--- src/rtl/mem_access_pkg.sv ---
// Shared types and constants for the memory-stage load/store unit.
// Holds the FSM state encoding, RV64 funct3 codes, exception causes and
// the byte-lane helpers used by both the request and load-extract paths.
package mem_access_pkg;

    typedef enum logic [1:0] {
        IDLE = 2'd0,
        REQ  = 2'd1,
        WAIT = 2'd2,
        DONE = 2'd3
    } state_t;

    // Load funct3 encodings
    localparam logic [2:0] LB  = 3'b000;
    localparam logic [2:0] LH  = 3'b001;
    localparam logic [2:0] LW  = 3'b010;
    localparam logic [2:0] LD  = 3'b011;
    localparam logic [2:0] LBU = 3'b100;
    localparam logic [2:0] LHU = 3'b101;
    localparam logic [2:0] LWU = 3'b110;

    // Store funct3 encodings
    localparam logic [2:0] SB = 3'b000;
    localparam logic [2:0] SH = 3'b001;
    localparam logic [2:0] SW = 3'b010;
    localparam logic [2:0] SD = 3'b011;

    // Exception cause codes
    localparam logic [3:0] LOAD_MISALIGN  = 4'd4;
    localparam logic [3:0] LOAD_FAULT     = 4'd5;
    localparam logic [3:0] STORE_MISALIGN = 4'd6;
    localparam logic [3:0] STORE_FAULT    = 4'd7;

    // Byte-lane mask for an access size at lane offset zero
    function automatic logic [7:0] size_mask(input logic [1:0] size);
        logic [7:0] mask;
        case (size)
            2'd0:    mask = 8'h01;
            2'd1:    mask = 8'h03;
            2'd2:    mask = 8'h0F;
            2'd3:    mask = 8'hFF;
            default: mask = 8'h00;
        endcase
        return mask;
    endfunction

    // An access is misaligned when it would straddle its natural boundary
    function automatic logic is_misaligned(input logic [1:0] size, input logic [2:0] off);
        logic mis;
        case (size)
            2'd0:    mis = 1'b0;
            2'd1:    mis = off[0];
            2'd2:    mis = (off[1:0] != 2'b00);
            2'd3:    mis = (off != 3'b000);
            default: mis = 1'b0;
        endcase
        return mis;
    endfunction

endpackage

--- src/rtl/mem_load_align.sv ---
// Load data extraction: moves the addressed bytes of a 64-bit read word
// down to bit 0 and sign/zero-extends them according to funct3.
module mem_load_align
    import mem_access_pkg::*;
(
    input  logic [63:0] rdata,
    input  logic [2:0]  offset,
    input  logic [2:0]  funct3,
    output logic [63:0] data
);

    logic [63:0] shifted_s;

    assign shifted_s = rdata >> {offset, 3'b000};

    // Select width and extension; LD and the 111 encoding pass all 64 bits
    always_comb begin
        data = shifted_s;
        case (funct3)
            LB:      data = {{56{shifted_s[7]}},  shifted_s[7:0]};
            LH:      data = {{48{shifted_s[15]}}, shifted_s[15:0]};
            LW:      data = {{32{shifted_s[31]}}, shifted_s[31:0]};
            LBU:     data = {56'd0, shifted_s[7:0]};
            LHU:     data = {48'd0, shifted_s[15:0]};
            LWU:     data = {32'd0, shifted_s[31:0]};
            default: data = shifted_s;
        endcase
    end

endmodule

--- src/rtl/mem_access_unit.sv ---
// Memory-stage load/store unit. Issues one aligned 64-bit request per
// load/store over a valid/ready handshake, stalls the pipeline until the
// response or write ack returns, and flags misaligned accesses.
// Optional build macro MEM_ACCESS_TIMEOUT_EN adds a response timeout that
// ends the transaction with a fault cause after TIMEOUT_CYCLES cycles.
module mem_access_unit
    import mem_access_pkg::*;
#(
    parameter int DATA_WIDTH     = 64,
    parameter int ADDR_WIDTH     = 64,
    parameter int TIMEOUT_CYCLES = 255
) (
    input  logic                  i_clk,
    input  logic                  i_arst,
    input  logic                  i_valid,
    input  logic                  i_mem_re,
    input  logic                  i_mem_we,
    input  logic [2:0]            i_funct3,
    input  logic [ADDR_WIDTH-1:0] i_addr,
    input  logic [DATA_WIDTH-1:0] i_store_data,
    output logic                  o_req_valid,
    input  logic                  i_req_ready,
    output logic                  o_req_we,
    output logic [ADDR_WIDTH-1:0] o_req_addr,
    output logic [DATA_WIDTH-1:0] o_req_wdata,
    output logic [7:0]            o_req_be,
    input  logic                  i_resp_valid,
    input  logic [DATA_WIDTH-1:0] i_resp_rdata,
    output logic [DATA_WIDTH-1:0] o_read_data,
    output logic                  o_stall_mem,
    output logic                  o_exc_valid,
    output logic [3:0]            o_cause
);

    state_t                  state_r;
    state_t                  state_s;
    logic                    we_r;
    logic [ADDR_WIDTH-1:0]   addr_r;
    logic [2:0]              off_r;
    logic [7:0]              be_r;
    logic [DATA_WIDTH-1:0]   wdata_r;
    logic [2:0]              funct3_r;
    logic [DATA_WIDTH-1:0]   read_data_r;
    logic [DATA_WIDTH-1:0]   load_data_s;
    logic                    access_s;
    logic                    misalign_s;
    logic                    start_s;
    logic                    mis_exc_s;
    logic                    resp_take_s;
    logic                    timeout_hit_s;
    logic                    to_exc_s;

    // Access is masked while reset is held so every output reads 0 then
    assign access_s    = i_valid & (i_mem_re | i_mem_we) & ~i_arst;
    assign misalign_s  = is_misaligned(i_funct3[1:0], i_addr[2:0]);
    assign start_s     = (state_r == IDLE) & access_s & ~misalign_s;
    assign mis_exc_s   = (state_r == IDLE) & access_s & misalign_s;
    assign resp_take_s = (state_r == WAIT) & i_resp_valid & ~timeout_hit_s;

`ifdef MEM_ACCESS_TIMEOUT_EN
    localparam logic [15:0] TO_LAST = 16'(TIMEOUT_CYCLES - 1);

    logic [15:0] cnt_r;
    logic        timeout_r;

    assign timeout_hit_s = ((state_r == REQ) | (state_r == WAIT)) & (cnt_r == TO_LAST);
    assign to_exc_s      = (state_r == DONE) & timeout_r;

    // Timeout counter: cleared on entry to REQ, counts every REQ/WAIT cycle
    always_ff @(posedge i_clk or posedge i_arst) begin
        if (i_arst) begin
            cnt_r     <= 16'd0;
            timeout_r <= 1'b0;
        end else begin
            timeout_r <= timeout_hit_s;
            if (start_s) begin
                cnt_r <= 16'd0;
            end else if ((state_r == REQ) | (state_r == WAIT)) begin
                cnt_r <= cnt_r + 16'd1;
            end
        end
    end
`else
    assign timeout_hit_s = 1'b0;
    assign to_exc_s      = 1'b0;
`endif

    // State register
    always_ff @(posedge i_clk or posedge i_arst) begin
        if (i_arst) begin
            state_r <= IDLE;
        end else begin
            state_r <= state_s;
        end
    end

    // Next-state logic; a timeout takes precedence over a same-cycle handshake
    always_comb begin
        state_s = state_r;
        case (state_r)
            IDLE: begin
                if (start_s) begin
                    state_s = REQ;
                end else begin
                    state_s = IDLE;
                end
            end
            REQ: begin
                if (timeout_hit_s) begin
                    state_s = DONE;
                end else if (i_req_ready) begin
                    state_s = WAIT;
                end else begin
                    state_s = REQ;
                end
            end
            WAIT: begin
                if (timeout_hit_s) begin
                    state_s = DONE;
                end else if (i_resp_valid) begin
                    state_s = DONE;
                end else begin
                    state_s = WAIT;
                end
            end
            DONE:    state_s = IDLE;
            default: state_s = IDLE;
        endcase
    end

    // Request fields are latched once in IDLE so they stay stable under backpressure
    always_ff @(posedge i_clk or posedge i_arst) begin
        if (i_arst) begin
            we_r     <= 1'b0;
            addr_r   <= {ADDR_WIDTH{1'b0}};
            off_r    <= 3'd0;
            be_r     <= 8'd0;
            wdata_r  <= {DATA_WIDTH{1'b0}};
            funct3_r <= 3'd0;
        end else if (start_s) begin
            we_r     <= i_mem_we;
            addr_r   <= {i_addr[ADDR_WIDTH-1:3], 3'b000};
            off_r    <= i_addr[2:0];
            be_r     <= size_mask(i_funct3[1:0]) << i_addr[2:0];
            wdata_r  <= i_store_data << {i_addr[2:0], 3'b000};
            funct3_r <= i_funct3;
        end
    end

    mem_load_align u_load_align (
        .rdata  (i_resp_rdata),
        .offset (off_r),
        .funct3 (funct3_r),
        .data   (load_data_s)
    );

    // Load result register: updated on load completion, zeroed on a load timeout
    always_ff @(posedge i_clk or posedge i_arst) begin
        if (i_arst) begin
            read_data_r <= {DATA_WIDTH{1'b0}};
        end else if (resp_take_s & ~we_r) begin
            read_data_r <= load_data_s;
        end else if (timeout_hit_s & ~we_r) begin
            read_data_r <= {DATA_WIDTH{1'b0}};
        end
    end

    assign o_req_valid = (state_r == REQ);
    assign o_req_we    = we_r;
    assign o_req_addr  = addr_r;
    assign o_req_be    = be_r;
    assign o_req_wdata = wdata_r;
    assign o_read_data = read_data_r;
    assign o_stall_mem = start_s | (state_r == REQ) | (state_r == WAIT);
    assign o_exc_valid = mis_exc_s | to_exc_s;

    // Cause code: misalignment reflects the incoming instruction, faults the latched one
    always_comb begin
        o_cause = 4'd0;
        if (mis_exc_s) begin
            o_cause = i_mem_we ? STORE_MISALIGN : LOAD_MISALIGN;
        end else if (to_exc_s) begin
            o_cause = we_r ? STORE_FAULT : LOAD_FAULT;
        end else begin
            o_cause = 4'd0;
        end
    end

endmodule

--- config.mk ---
export PLATFORM = sky130hd
export DESIGN_NAME = mem_access_unit
export DESIGN_NICKNAME = d
export VERILOG_FILES = /design/src/rtl/mem_access_pkg.sv /design/src/rtl/mem_load_align.sv /design/src/rtl/mem_access_unit.sv
export SDC_FILE = /design/constraint.sdc
export NUM_CORES = 1
export LEC_CHECK = 0
export CELL_PAD_IN_SITES_DETAIL_PLACEMENT = 1
export CELL_PAD_IN_SITES_GLOBAL_PLACEMENT = 1
export CORE_ASPECT_RATIO = 0.7
export CORE_MARGIN = 1
export CORE_UTILIZATION = 30
export CTS_BUF_LIST = sky130_fd_sc_hd__clkbuf_16
export DETAILED_ROUTE_END_ITERATION = 12
export PLACE_DENSITY = 0.75
export SYNTH_ARGS = -nofsm -noshare
export SYNTH_HDL_FRONTEND = slang
export SYNTH_SLANG_ARGS = --single-unit
--- constraint.sdc ---
create_clock -name i_clk -period 10.2 [get_ports i_clk]
set_input_delay 2.04 -clock i_clk [delete_from_list [all_inputs] [get_ports i_clk]]
set_output_delay 2.04 -clock i_clk [all_outputs]
set_load 0.05 [all_outputs]
==> impl_metrics.csv, run 1 <==
group,metric,value,unit
power,peakVddDrop,180,uV
drt,via_per_inst,5.18,
global_route,antenna_found_initial,1,
critical_path,crit_path_end_kind,"output pin",
synthesis,ys.flop_type,"dfrtp_1",
drt,drtIter0Drc,826,
critical_path,cp_data_arrival_time,4.96,ns
synthesis,synth_area_leaders,"dfrtp_1 46%, nand2_1 12%, mux2i_1 6.2%",
power,powerDensity,357,nW/um^2
synthesis,yosys-top-cells-count,"362 x nand2_1, 206 x dfrtp_1, 91 x nor2_1",
sta,finalSetupViolations,0,
synthesis,synth_top_area_share,0.462,
floorplanning,die_h,163,um
place,dpl.cell_count,2045,
sta,finalCritPeriodShare,0.686,
clocking,clkLatencyLatePin,0.54,ns
flow_run,cap_violations,0,
floorplanning,start_util,0.308,
drt,dr.pass1.iters,5,
clocking,cts_buffer_depth,3,
critical_path,r2r_start,"off_r[0]",
hold_path,holdPathEnd,"o_req_addr[18]",
hold_path,whs_path_depth,2,
sta,hold_viol,0,
critical_path,cp_cell_sequence,"clkdlybuf4s50_1 > buf_4 > a21o_1 > a21boi_0 > nand2b_4 > nand3_1 > clkdlybuf4s50_1",
sta,setup_slack,3.20,ns
place,place_area,15500,sq um
critical_path,critPathSlowestCell,"clkdlybuf4s50_1",
synthesis,yosysWarnings,0,
drt,num_vias,10839,
critical_path,path_delay_family,"buffers and inverters",
place,dp_slack,3.29,ns
outcome,status,"completed",
layout,design_area,16300,sq um
drt,wl_per_cell,22.2,um
floorplanning,core_area,36300,sq um
layout,nets,1794,
drt,ant_nets,0,
critical_path,r2r_end,"o_read_data[59]",
drt,drt-total-wl,46.4,mm
critical_path,cp.required,8.16,ns
synthesis,synth_edf_count,0,
critical_path,critPathBufInv,3,
synthesis,synth-seq-cells,206,
clocking,clk_pin_slew_worst_paths,0.06,ns
floorplanning,die_area,38000,sq um
clocking,post_cts_buffers,0,
global_route,grt_max_degree,135,
synthesis,syn-instance-count,1247,
drt,drc,0,
synthesis,async_flop_share,1.00,
global_route,grt_overflow_total,0,
floorplanning,ios,410,
critical_path,rr_worst_depth,7,
clocking,hold_buffers,0,
sta,slew_violations,0,
place,place.detailed.hpwl,33.9,mm
critical_path,path_max_fanout,58,
clocking,cts.sinks,206,
sta,min_period,7.00,ns
clocking,cts_buffers,25,
synthesis,post-synth-top-count-cell,"nand2_1",
clocking,cts_root_buf,"clkbuf_16",
floorplanning,die_w,233,um
layout,diodes,0,
global_route,grt_pass1_vias,11274,
sta,finClkSkew,0.0102,ns
layout,final_util,0.450,
sta,tns,0,ns
synthesis,syn-mean-instance-area,8.96,sq um
place,io_buffers,404,
layout,fin_cells,2091,
critical_path,start_kind,"input port",
critical_path,path_common_cell,"clkdlybuf4s50_1",
sta,max_freq,143,MHz
power,p_leak,6.87,nW
critical_path,r2r_slack,6.41,ns
clocking,cts_tree,"built",
clocking,htree_levels,1,
power,power.total,5.83,mW
hold_path,worstHoldStart,"o_req_addr[18]",
clocking,cts_resized,0,
sta,max_slew.worst_pin.slew,1.08,ns
synthesis,synthDistinctLibCells,48,
synthesis,syn-cell-area,11200,sq um
synthesis,yosys.area.top_type,"dfrtp_1",
critical_path,cpPeakStageDelay,0.82,ns
layout,area_delta_synth_final,46.2,%
floorplanning,rows,58,
global_route,grt_pass1_wl,70.1,mm
sta,rsz0062_at_grt,"no",
place,gp_congestion,0.922,
sta,relSlewSlack,0.278,
critical_path,path_class,"input port to output pin",
hold_path,hp-class,"register to register",
global_route,grt_usage,0.242,
synthesis,seq_area_frac_synth,0.462,
layout,drive_above_1_share,0.0776,
sta,hold_slack,0.471,ns
## layer usage
metal | GRT usage | share of wire | vias to the layer above
li1 | - | - | 5018
met1 | 0.335 | 0.45 | 5370
met2 | 0.374 | 0.44 | 383
met3 | 0.0648 | 0.079 | 66
met4 | 0.0609 | 0.024 | 2
met5 | 0 | 0.00032 | -
## cell families (layout without fill, tap and decap cells)
group	Yosys count	in the layout	synth area share
AND/OR/NAND/NOR	524	524	0.191
multiplexers	113	113	0.107
other	1	5	0.000336
AO/OA/AOI/OAI	287	287	0.190
buffers and inverters	116	476	0.0507
flip-flops	206	206	0.462
## placed cells by master (no fill, tap or decap), drive strengths merged, types with 10 or more instances in the layout
cell type,synthesis,routed
mux2i,69,69
o211ai,40,40
clkbuf,67,25
nor2b,19,19
a32oi,15,15
buf,43,22
a21o,10,10
mux2,44,44
a211oi,23,23
a21oi,34,34
nand2,362,362
clkinv,1,13
o21a,17,17
nor2,91,91
o31ai,27,27
o21ai,31,31
dfrtp,206,206
nand2b,28,28
a31oi,56,56
clkdlybuf4s50,0,402
## registers in the layout (all words and copies together), names as in the netlist, named ones only
| register | cells |
|---|---|
| o_req_addr | 61 |
| o_req_be | 8 |
| o_req_wdata | 64 |
| state_r | 1 |
| o_read_data | 64 |
| funct3_r | 3 |
| off_r | 3 |
| o_req_we | 1 |
## where the power goes
part	internal (mW)	leakage [nW]	total, mW	switching [mW]
Sequential	1.19	2.51	1.42	0.230
Combinational	1.11	3.94	3.46	2.35
Clock	0.576	0.429	0.958	0.382
## worst reg2reg max path, stage by stage, from the launching register on
cell and delay, ns:
dfrtp_2 0.35, buf_4 0.73, and2b_1 0.34, a2111oi_0 0.53
or4_1 0.50, o311a_1 0.63, buf_4 0.37, a31oi_1 0.15
## worst max-delay path by stage
stage                   start     endpoint  depth (start not counted)
finish              i_addr[2]  o_stall_mem                          7
global route        i_addr[2]  o_stall_mem                          7
CTS                 i_addr[2]  o_stall_mem                          7
detailed placement  i_addr[2]  o_stall_mem                          7
global placement    i_addr[2]  o_stall_mem                          7
floorplan              i_arst  o_stall_mem                          7
## final cells by class
class,instances,area (sq um)
Multi-Input combinational cell,929,5480
Tap cell,480,601
Clock buffer,25,626
Timing Repair Buffer,424,4200
Inverter,6,26.3
Fill cell,4133,20000
Sequential cell,206,5160
Clock inverter,21,240
No activity file was read; power rests on OpenSTA's default activity.
==> run 2, diff against run 1 <==
==> constraint.sdc (replaced) <==
create_clock -name i_clk -period 6.34 [get_ports i_clk]
set_input_delay 1.268 -clock i_clk [delete_from_list [all_inputs] [get_ports i_clk]]
set_output_delay 1.268 -clock i_clk [all_outputs]
set_load 0.05 [all_outputs]
==> run 2 against run 1 <==
Die area stayed put. Clock-buffer cell count down 1. Core utilization is 0.20 points lower. First-iteration DRC count is 0.24% lower. Flip-flop and latch count unchanged. Non-clock buffer count is 3 lower. Power is 58% higher. Largest cell class unchanged.
==> impl_metrics.csv, run 2 (synthesized netlist as in run 1, its figures left out) <==
group,metric,value,unit
sta,relSlewSlack,0.146,
layout,final_util,0.448,
critical_path,cp_cell_sequence,"clkdlybuf4s50_1 > a21o_1 > a21boi_0 > nand2b_4 > nand3_4 > clkdlybuf4s50_1",
critical_path,cpPeakStageDelay,0.79,ns
critical_path,r2r_slack,2.75,ns
sta,hold_viol,0,
hold_path,hp-class,"register to register",
place,gp_congestion,0.915,
clocking,cts.sinks,206,
sta,finClkSkew,0.0124,ns
clocking,cts_resized,0,
layout,diodes,0,
layout,drive_above_1_share,0.0760,
critical_path,path_depth,6,
critical_path,critPathSlowestCell,"clkdlybuf4s50_1",
flow_run,cap_violations,0,
critical_path,endpoint,"o_stall_mem",
drt,drt-total-wl,45.7,mm
floorplanning,core_area,36300,sq um
layout,nets,1790,
sta,max_freq,195,MHz
critical_path,path_class,"input port to output pin",
sta,rsz0062_at_grt,"no",
global_route,grt_pass1_wl,68.7,mm
critical_path,path_common_cell,"clkdlybuf4s50_1",
critical_path,critPathBufInv,2,
floorplanning,ios,410,
power,seq_power_share,0.248,
layout,final_common_cell,"clkdlybuf4s50_1",
place,dpl.cell_count,2042,
drt,drc,0,
drt,drtIter0Drc,824,
floorplanning,die_w,233,um
clocking,hold_buffers,0,
critical_path,path_delay_family,"buffers and inverters",
clocking,clk_pin_slew_worst_paths,0.06,ns
clocking,cts_tree,"built",
critical_path,r2r_start,"off_r[0]",
drt,dr.pass1.iters,5,
power,powerDensity,566,nW/um^2
clocking,cts_buffers,24,
power,power_frac_clock,0.151,
layout,area_delta_synth_final,45.6,%
critical_path,path_max_fanout,11,
power,p_comb_frac,0.601,
power,power.total,9.21,mW
power,p_int,4.48,mW
sta,finalCritPeriodShare,0.808,
place,place.detailed.hpwl,33.4,mm
global_route,grt_overflow_total,0,
sta,slew_violations,0,
power,p_leak,6.81,nW
global_route,grt_max_degree,132,
floorplanning,start_util,0.308,
clocking,post_cts_buffers,0,
critical_path,rr_worst_depth,7,
clocking,htree_levels,1,
drt,wl_per_cell,21.9,um
power,p_sw,4.73,mW
drt,via_per_inst,5.20,
outcome,status,"completed",
critical_path,start_kind,"input port",
critical_path,r2r_end,"o_read_data[44]",
layout,layout_common_cells,"402 x clkdlybuf4s50_1, 362 x nand2_1, 203 x dfrtp_1, 90 x nor2_1, 69 x mux2i_1",
clocking,cts_buffer_depth,3,
sta,finalSetupViolations,0,
drt,num_vias,10839,
critical_path,startpoint,"i_funct3[1]",
floorplanning,die_area,38000,sq um
place,io_buffers,404,
critical_path,crit_path_end_kind,"output pin",
power,peakVddDrop,291,uV
clocking,cts_root_buf,"clkbuf_16",
sta,min_period,5.12,ns
floorplanning,rows,58,
power,switching_share,0.513,
global_route,antenna_found_initial,0,
layout,fin_cells,2086,
drt,ant_nets,0,
critical_path,cp_data_arrival_time,3.85,ns
global_route,grt_pass1_vias,11167,
critical_path,cp.required,5.07,ns
sta,max_slew.worst_pin.slew,1.28,ns
global_route,grt_usage,0.237,
clocking,clkLatencyLatePin,0.54,ns
floorplanning,die_h,163,um
-- run 2: cell types whose count changed in the layout (fill, tap and decap cells not counted), sizes merged --
cell	delta
clkinvlp	+5
buf	-3
bufinv	-3
clkinv	-3
clkbuf	-1
-- run 2: routing by layer --
layer,global-route usage,vias up,part of all wire
met5,0,-,0
met3,0.0590,68,0.076
met1,0.332,5341,0.46
li1,-,5008,-
met2,0.360,422,0.43
met4,0.0686,0,0.030
-- run 2: layout make-up --
type                       instances  area, sq um
clock buffer                      24          601
clock inverter                    20          173
fill                            4167        20000
inverter                           6         26.3
multi-input combinational        929         5500
sequential                       206         5160
tap                              480          601
timing repair buffer             421         4200
-- run 2: stage by stage --
stage               instance area, sq um  hold WS [ns]  worst slack, ns  setup TNS, ns
global placement                   15500         0.452             1.37              0
detailed placement                 15500         0.463             1.27              0
global route                       16300         0.494             1.11              0
finish                             16300         0.470             1.22              0
CTS                                16300         0.478             1.25              0
floorplan                          11200         0.484           -0.627          -1.85
-- run 2: how the worst min path moves through the flow --
stage / from / end / slack [ns] / depth (start not counted)
after floorplan: funct3_r[2] / funct3_r[2] / 0.48 / 2
after global placement: o_req_be[4] / o_req_be[4] / 0.45 / 2
after detailed placement: o_req_wdata[0] / o_req_wdata[0] / 0.46 / 2
after CTS: o_req_wdata[7] / o_req_wdata[7] / 0.48 / 2
after global routing: o_req_wdata[25] / o_req_wdata[25] / 0.49 / 2
final: o_req_wdata[0] / o_req_wdata[0] / 0.47 / 2
-- run 2: power by group through the flow --
stage	logic, mW	clock network (mW)	registers (mW)
3_5_place_dp	5.52	0	2.31
2_1_floorplan	1.68	0	4.25
5_1_grt	5.81	1.47	2.36
3_3_place_gp	5.46	0	2.28
4_1_cts	5.55	1.43	2.30
6_report	5.54	1.39	2.28
-- run 2: worst min-delay path, delay by kind of cell (launching register included) --
kind,cells,cell delay (ns)
flip-flops,1,0.34
AND/OR/NAND/NOR,2,0.10
==> run 3, diff against run 2 <==
==> constraint.sdc (replaced) <==
create_clock -name i_clk -period 4.5 [get_ports i_clk]
set_input_delay 0.9 -clock i_clk [delete_from_list [all_inputs] [get_ports i_clk]]
set_output_delay 0.9 -clock i_clk [all_outputs]
set_load 0.05 [all_outputs]
==> run 3 against run 2 <==
Final cell count grew 0.38%. Sequential power grew 47%. Register-to-register slack lost 1.6 ns. Clock power grew 39%. Critical path type unchanged. Power grew 42%. Critical endpoint is now o_cause[1]. Final area grew 0.55%. Flip-flop and latch count is the same. Clock-buffer cell count is the same. Largest cell class unchanged. Sequential share of layout area shrank 0.17 points.
==> impl_metrics.csv, run 3 (synthesized netlist as in run 1, its figures left out) <==
group,metric,value,unit
sta,max_freq,254,MHz
place,dpl.cell_count,2051,
sta,tns,0,ns
clocking,cts.sinks,206,
drt,drt-total-wl,46.9,mm
flow_run,cap_violations,0,
power,power_frac_clock,0.147,
place,place.detailed.hpwl,35.2,mm
sta,slew_violations,0,
floorplanning,start_util,0.308,
clocking,clk_pin_slew_worst_paths,0.06,ns
critical_path,critPathBufInv,2,
layout,final_common_cell,"clkdlybuf4s50_1",
power,p_comb_frac,0.596,
layout,multi_input_area,5500,sq um
place,dp_slack,0.589,ns
critical_path,critPathSlowestCell,"a21boi_0",
layout,final_util,0.451,
layout,fillers,4122,
layout,diodes,0,
power,peakVddDrop,475,uV
clocking,clkLatencyLatePin,0.54,ns
critical_path,path_class,"input port to output pin",
sta,hold_viol,0,
layout,layout_common_cells,"398 x clkdlybuf4s50_1, 362 x nand2_1, 203 x dfrtp_1, 90 x nor2_1, 69 x mux2i_1",
sta,finClkSkew,0.0277,ns
sta,min_period,3.94,ns
sta,setup_slack,0.565,ns
global_route,grt_usage,0.245,
drt,wl_per_cell,22.4,um
critical_path,path_delay_family,"compound AO/OA/AOI/OAI gates",
global_route,grt_max_degree,158,
layout,nets,1799,
critical_path,cp_data_arrival_time,3.04,ns
floorplanning,die_area,38000,sq um
clocking,cts_buffers,24,
sta,relSlewSlack,0.320,
global_route,grt_overflow_total,0,
layout,drive_above_1_share,0.0793,
floorplanning,die_w,233,um
clocking,hold_buffers,0,
global_route,grt_pass1_wl,70.9,mm
outcome,status,"completed",
power,p_sw,6.71,mW
clocking,cts_buffer_depth,3,
floorplanning,ios,410,
sta,hold_slack,0.472,ns
power,p_int,6.36,mW
critical_path,cp_cell_sequence,"clkdlybuf4s50_1 > o21ai_0 > a21boi_0 > nor2_2 > and2_1 > buf_4",
power,powerDensity,799,nW/um^2
global_route,grt_pass1_vias,11286,
clocking,cts_resized,0,
critical_path,cp.required,3.60,ns
critical_path,crit_path_end_kind,"output pin",
drt,drtIter0Drc,889,
hold_path,hp-class,"register to register",
clocking,cts_tree,"built",
global_route,antenna_found_initial,0,
floorplanning,core_area,36300,sq um
drt,num_vias,10949,
critical_path,start_kind,"input port",
layout,fin_cells,2094,
critical_path,cpPeakStageDelay,0.84,ns
floorplanning,rows,58,
layout,layout.area.seq,5160,sq um
drt,dr.pass1.iters,5,
sta,finalCritPeriodShare,0.875,
clocking,htree_levels,1,
layout,area_delta_synth_final,46.4,%
sta,rsz0062_at_grt,"no",
power,seq_power_share,0.257,
place,io_buffers,404,
clocking,cts_root_buf,"clkbuf_16",
drt,drc,0,
clocking,post_cts_buffers,0,
drt,via_per_inst,5.23,
sta,finalSetupViolations,0,
drt,ant_nets,0,
critical_path,path_max_fanout,11,
power,p_leak,6.90,nW
power,switching_share,0.513,
sta,max_slew.worst_pin.slew,1.01,ns
floorplanning,die_h,163,um
place,gp_congestion,0.992,
## run 3: worst paths after layout
path | start | endpoint | slack [ns] | cells past startpoint
worst max-delay path | i_funct3[1] | o_cause[1] | 0.56 | 6
worst min-delay path | o_req_wdata[7] | o_req_wdata[7] | 0.47 | 2
worst max register to register | off_r[0] | o_read_data[43] | 1.17 | 7
worst min register to register | o_req_wdata[7] | o_req_wdata[7] | 0.47 | 2
max in group asynchronous | i_arst | off_r[2] | 1.84 | 4
min in group asynchronous | i_arst | o_req_wdata[36] | 0.93 | 3
## run 3: area by class of cell
cell class,count,area share
Clock inverter,19,0.00964
Tap cell,480,0.0367
Clock buffer,24,0.0367
Inverter,6,0.00161
Timing Repair Buffer,430,0.263
Sequential cell,206,0.316
Multi-Input combinational cell,929,0.336
## run 3: power groups by stage
| stage | clock, mW | sequential, mW | combinational [mW] |
|---|---|---|---|
| 6_report | 1.93 | 3.35 | 7.79 |
| 5_1_grt | 2.05 | 3.46 | 8.16 |
| 4_1_cts | 1.99 | 3.36 | 7.80 |
| 3_5_place_dp | 0 | 3.37 | 7.77 |
| 3_3_place_gp | 0 | 3.33 | 7.66 |
| 2_1_floorplan | 0 | 5.99 | 2.38 |
## run 3: metrics by stage
step	instance area, sq um	total power [mW]
after global placement	15600	11.0
final	16300	13.1
after global routing	16300	13.7
after floorplan	11300	8.36
after CTS	16300	13.1
after detailed placement	15600	11.1
## run 3: tightest hold or removal path: cells and delay by family (launching register included)
kind             cells  cell delay, ns
and+or+nand+nor      2            0.10
DFF                  1            0.34
## run 3: metal layers
| metal | vias to the layer above | routed length (um) | global-route usage |
|---|---|---|---|
| met4 | 0 | 884 | 0.0431 |
| met2 | 379 | 20600 | 0.371 |
| met3 | 53 | 3400 | 0.0604 |
| met5 | - | 0 | 0 |
| li1 | 5028 | - | - |
| met1 | 5489 | 22000 | 0.354 |
